==> config.mk <==
export PLATFORM = sky130hd
export DESIGN_NAME = mem_bus_arbiter
export DESIGN_NICKNAME = d
export VERILOG_FILES = /design/src/rtl/mem_bus_arbiter.sv
export SDC_FILE = /design/constraint.sdc
export NUM_CORES = 1
export LEC_CHECK = 0
export CAP_MARGIN = 10
export CORE_ASPECT_RATIO = 0.9
export CORE_MARGIN = 1.5
export CORE_UTILIZATION = 37
export CTS_CLUSTER_SIZE = 16
export DETAILED_ROUTE_END_ITERATION = 12
export PLACE_DENSITY = 0.78
export SLEW_MARGIN = 25
export SYNTH_ARGS = -nofsm -noshare
export SYNTH_HDL_FRONTEND = slang
export SYNTH_SLANG_ARGS = --single-unit
==> constraint.sdc <==
create_clock -name clk -period 2.2 [get_ports clk]
set_input_delay 0.44 -clock clk [delete_from_list [all_inputs] [get_ports clk]]
set_output_delay 0.44 -clock clk [all_outputs]
set_load 0.01 [all_outputs]
==> src/rtl/mem_bus_arbiter.sv <==
// Two-master, round-robin arbiter in front of the memory-map master port.
// One transaction at a time: IDLE -> ACCESS -> RESP -> IDLE. Every bus-side
// output is a flop. Unmapped addresses are answered with an error response and
// never reach the slaves.
module mem_bus_arbiter #(
  parameter int unsigned DATA_WIDTH = 32,
  parameter int unsigned ADDR_WIDTH = 32
) (
  input  logic                  clk,
  input  logic                  rst_n,
  input  logic                  m0_req,
  input  logic                  m0_we,
  input  logic [ADDR_WIDTH-1:0] m0_addr,
  input  logic [DATA_WIDTH-1:0] m0_wd,
  output logic [DATA_WIDTH-1:0] m0_rdata,
  output logic                  m0_ack,
  output logic                  m0_err,
  input  logic                  m1_req,
  input  logic                  m1_we,
  input  logic [ADDR_WIDTH-1:0] m1_addr,
  input  logic [DATA_WIDTH-1:0] m1_wd,
  output logic [DATA_WIDTH-1:0] m1_rdata,
  output logic                  m1_ack,
  output logic                  m1_err,
  output logic [ADDR_WIDTH-1:0] bus_address,
  output logic [DATA_WIDTH-1:0] bus_wd,
  output logic                  bus_we,
  output logic                  bus_re,
  input  logic [DATA_WIDTH-1:0] bus_rd,
  output logic [1:0]            grant
);

  localparam logic [ADDR_WIDTH-1:0] RomBase  = ADDR_WIDTH'(32'h0040_0000);
  localparam logic [ADDR_WIDTH-1:0] UartBase = ADDR_WIDTH'(32'h1001_0020);
  localparam logic [ADDR_WIDTH-1:0] UartEnd  = ADDR_WIDTH'(32'h1001_0040);

  typedef enum logic [1:0] {StIdle, StAccess, StResp} state_e;

  state_e                  state_q, state_d;
  logic                    last_q;       // index of the master granted most recently
  logic                    mapped_q;     // decode result of the transaction in flight
  logic [1:0]              grant_q;
  logic [ADDR_WIDTH-1:0]   bus_addr_q;
  logic [DATA_WIDTH-1:0]   bus_wd_q;
  logic                    bus_we_q, bus_re_q;
  logic                    m0_ack_q, m1_ack_q, m0_err_q, m1_err_q;
  logic [DATA_WIDTH-1:0]   m0_rdata_q, m1_rdata_q;

  logic                    pick;         // 0 = m0 wins, 1 = m1 wins
  logic [ADDR_WIDTH-1:0]   sel_addr;
  logic [DATA_WIDTH-1:0]   sel_wd;
  logic                    sel_we;
  logic                    sel_mapped;
  logic                    start, end_access, end_resp;
  logic [DATA_WIDTH-1:0]   resp_data;

  // Winner selection, winner decode and next-state logic
  always_comb begin
    if (m0_req && m1_req) pick = ~last_q;
    else                  pick = m1_req;
    sel_addr   = pick ? m1_addr : m0_addr;
    sel_wd     = pick ? m1_wd   : m0_wd;
    sel_we     = pick ? m1_we   : m0_we;
    sel_mapped = ((sel_addr >= RomBase)  && (sel_addr < UartBase)) ||
                 ((sel_addr >= UartBase) && (sel_addr < UartEnd));
    state_d = state_q;
    unique case (state_q)
      StIdle:   if (m0_req || m1_req) state_d = StAccess;
      StAccess: state_d = StResp;
      StResp:   state_d = StIdle;
      default:  state_d = StIdle;
    endcase
  end

  // State register
  always_ff @(posedge clk or negedge rst_n) begin
    if (!rst_n) state_q <= StIdle;
    else        state_q <= state_d;
  end

  // Per-state control strobes and the response value captured at the end of ACCESS
  always_comb begin
    start      = (state_q == StIdle) && (m0_req || m1_req);
    end_access = (state_q == StAccess);
    end_resp   = (state_q == StResp);
    resp_data  = mapped_q ? bus_rd : '0;
  end

  // Grant, priority pointer and bus-side registers
  always_ff @(posedge clk or negedge rst_n) begin
    if (!rst_n) begin
      last_q     <= 1'b1;
      mapped_q   <= 1'b0;
      grant_q    <= '0;
      bus_addr_q <= '0;
      bus_wd_q   <= '0;
      bus_we_q   <= 1'b0;
      bus_re_q   <= 1'b0;
    end else begin
      // Strobes can only rise on a grant, so they are high for the ACCESS cycle alone
      bus_we_q <= start & sel_mapped & sel_we;
      bus_re_q <= start & sel_mapped & ~sel_we;
      if (start) begin
        last_q   <= pick;
        mapped_q <= sel_mapped;
        grant_q  <= pick ? 2'b10 : 2'b01;
        if (sel_mapped) begin
          bus_addr_q <= sel_addr;
          bus_wd_q   <= sel_wd;
        end
      end else if (end_resp) begin
        grant_q <= '0;
      end
    end
  end

  // Master-side response registers; rdata holds until that master's next RESP
  always_ff @(posedge clk or negedge rst_n) begin
    if (!rst_n) begin
      m0_ack_q   <= 1'b0;
      m1_ack_q   <= 1'b0;
      m0_err_q   <= 1'b0;
      m1_err_q   <= 1'b0;
      m0_rdata_q <= '0;
      m1_rdata_q <= '0;
    end else begin
      m0_ack_q <= end_access & grant_q[0];
      m1_ack_q <= end_access & grant_q[1];
      m0_err_q <= end_access & grant_q[0] & ~mapped_q;
      m1_err_q <= end_access & grant_q[1] & ~mapped_q;
      if (end_access && grant_q[0]) m0_rdata_q <= resp_data;
      if (end_access && grant_q[1]) m1_rdata_q <= resp_data;
    end
  end

  assign grant       = grant_q;
  assign bus_address = bus_addr_q;
  assign bus_wd      = bus_wd_q;
  assign bus_we      = bus_we_q;
  assign bus_re      = bus_re_q;
  assign m0_ack      = m0_ack_q;
  assign m1_ack      = m1_ack_q;
  assign m0_err      = m0_err_q;
  assign m1_err      = m1_err_q;
  assign m0_rdata    = m0_rdata_q;
  assign m1_rdata    = m1_rdata_q;

endmodule

==> results.yml <==
cts:
  cts_inserted_buffers: 17
  htreeDepth: 4
  cts_tree: "yes"
  clockBufferDepth: 2
  cts-root-buf: "clkbuf_16"
  worstSkewPairLatency_ps: 420
  clkTransAtPathRegs_ps: 60
  cts.sinks: 140
yosys:
  synth.area.top_cells: "dfrtp_1 (58%), o21ai_0 (11%), mux2i_1 (10%)"
  synth_largest_area_cell: "dfrtp_1"
  synth_area_per_cell_sq_um: 10.2
  synth_common_cells: "dfrtp_1 (139), o21ai_0 (127), nand2_1 (107)"
  yosysWarnings: 0
  synth_edf_count: 0
  ys_seq_area_frac: 0.581
  ys_seq_elements: 140
  syn-num-nets: 758
  synthFlopType: "dfrtp_1"
  syn_area_sq_um: 6030
  syn_inst: 592
  async_reset_ff_frac: 1.00
  synth_top_area_share: 0.577
  synth.distinct_cells: 30
  yosysMostFrequentCell: "dfrtp_1"
cells_and_area:
  antenna_cells: 0
  final_nets: 1084
  final_core_util: 0.643
  drive_gt1_frac: 0.108
  area_growth_pct: 71.0
global_route:
  gr-usage-met1: 0.282
  antenna_found_initial: 1
  grt_use_total: 0.235
  top_usage_layer: "met2"
  grt.overflow.total: 0
  grt_max_degree: 67
  met3_usage: 0.0924
  grt_pass1_wl_mm: 30.1
  grt_pass1_vias: 5667
  grt_use_met2: 0.391
sta:
  hold_viol_final: 0
  tns_ps: -1800
  finClkSkew_ps: 7.50
  period_needed_ps: 2270
  max_slew_margin: 0.540
  rsz0062_at_grt: "yes"
  timing.final.ws_setup_ps: -69.4
  slew_viol_final: 0
  timing.fmax_mhz: 441
  setup_viol: 54
  period_share: 1.03
  worst_pin_slew_ps: 690
power_and_ir_drop:
  ir_drop_mv: 0.757
  p_leak_nw: 4.40
  powerDensity_nw_per_um2: 1180
route:
  viasPerCell: 5.03
  wl_per_cell_um: 17.7
  routed_wirelength_mm: 20.2
  post-route-drc-count: 0
  ant_nets: 0
  vias: 5723
  drtIter0Drc: 255
  drt_pass1_iterations: 4
critical_path:
  setup.worst_path.class: "reg -> reg"
  start_kind: "register"
  setup.worst_path.end_class: "register"
  worst-r2r-cell-count: 9
  crit_arrival_ps: 2610
  crit_fanout: 12
  required_ps: 2540
placed_design:
  port_buffers: 301
  dp_hpwl_mm: 14.3
  gp_congestion: 0.796
floorplan:
  fp.dieArea_sq_um: 17100
  coreArea_sq_um: 16000
  die_w_um: 138
  rows: 44
  die_height_um: 124
  initial_utilization: 0.376
  pin_count: 302
job:
  max-cap-violations: 0
worst_hold_path:
  whs_path_depth: 3
  hp-class: "in -> reg"
outcome:
  violations: "setup timing"
  status: "complete, but fails checks"
report_power, final:
group / internal, W / switching, W / leakage (nW) / total (W)
Combinational: 0.00276 / 0.00224 / 2.27 / 0.00500
Clock: 0.00170 / 0.00117 / 0.284 / 0.00287
Sequential: 0.00367 / 0.000628 / 1.85 / 0.00430
Total: 0.00813 / 0.00404 / 4.40 / 0.0122
placed cells by master (no fill, tap or decap), drive strengths merged, types with 2 or more instances in the layout:
master,netlist,routed
clkdlybuf4s50,0,293
o21ai,187,187
dfrtp,139,139
nand2,107,107
mux2i,61,61
buf,8,49
clkbuf,36,19
nor2,12,12
inv,5,10
dlymetal6s2s,0,7
nor4,6,6
clkinv,0,5
a21oi,4,4
or4,3,3
nand3,3,3
nand4,3,3
nor2b,3,3
and2,3,3
o311ai,2,2
bufinv,0,2
clkinvlp,0,2
kinds of logic after synthesis:
| logic type | synth area share |
|---|---|
| AOI/OAI and AO/OA | 0.178 |
| buffers and inverters | 0.0394 |
| DFF | 0.581 |
| muxes | 0.103 |
| and+or+nand+nor | 0.0984 |
timing repair:
| item | 4_1_cts | 5_1_grt |
|---|---|---|
| resized for setup | 23 | 19 |
| hold endpoints to repair | 9 | 0 |
| setup buffers | 1 | 1 |
| pin swaps | 3 | 5 |
| endpoints found under the setup margin | 67 | 67 |
| hold buffers | 1 | 0 |
| gates cloned | 1 | 1 |
final cells by class:
type | count | area (sq um)
Clock inverter | 14 | 161
Tap cell | 207 | 259
Fill cell | 1290 | 5710
Inverter | 5 | 18.8
Sequential cell | 140 | 3500
Multi-Input combinational cell | 403 | 2370
Timing Repair Buffer | 351 | 3570
Clock buffer | 18 | 429
critical path, stage by stage (launching register included):
cell and delay (ps):
dfstp_2 580, a21boi_4 80, or4_4 450, o22a_4 280, buf_6 120, a21oi_4 120, buf_6 190, clkbuf_16 180
o21ai_0 80, o21ai_1 90
through the flow:
step	worst slack, ps	power [W]	hold slack [ps]	instance area (sq um)	instances
after floorplan	-25.2	0.00612	144	6030	592
after global placement	-529	0.00916	443	9550	1101
after detailed placement	-616	0.00929	447	9550	1101
after CTS	-71.9	0.0123	484	10200	1136
after global routing	-140	0.0129	376	10300	1138
final	-69.4	0.0122	365	10300	1138
routing by layer:
layer	part of all wire	routed length, um
met5	0	0
met3	0.10	2050
met4	0.016	316
met2	0.49	9830
met1	0.40	8000
registers in the layout, summed over array words and instances, names as in the netlist:
| register | flops |
|---|---|
| m0_ack | 1 |
| last_q | 1 |
| m0_rdata | 32 |
| mapped_q | 1 |
| m1_err | 1 |
| m1_rdata | 32 |
| state_q | 2 |
| bus_address | 32 |
| grant | 2 |
| bus_wd | 32 |
| bus_we | 1 |
| m0_err | 1 |
| bus_re | 1 |
| m1_ack | 1 |
worst paths after layout:
path / startpoint / to / slack, ps
max: last_q$_DFFE_PN1P_ / bus_wd[23]$_DFFE_PN0P_ / -70
min: m0_addr[21] / bus_address[21]$_DFFE_PN0P_ / 360
max reg2reg: last_q$_DFFE_PN1P_ / bus_wd[23]$_DFFE_PN0P_ / -70
min reg2reg: m1_rdata[30]$_DFFE_PN0P_ / m1_rdata[30]$_DFFE_PN0P_ / 480
max in group asynchronous: rst_n / m1_rdata[1]$_DFFE_PN0P_ / 1010
min in group asynchronous: rst_n / m0_rdata[8]$_DFFE_PN0P_ / 580
Power figures use the tool's default switching activity.
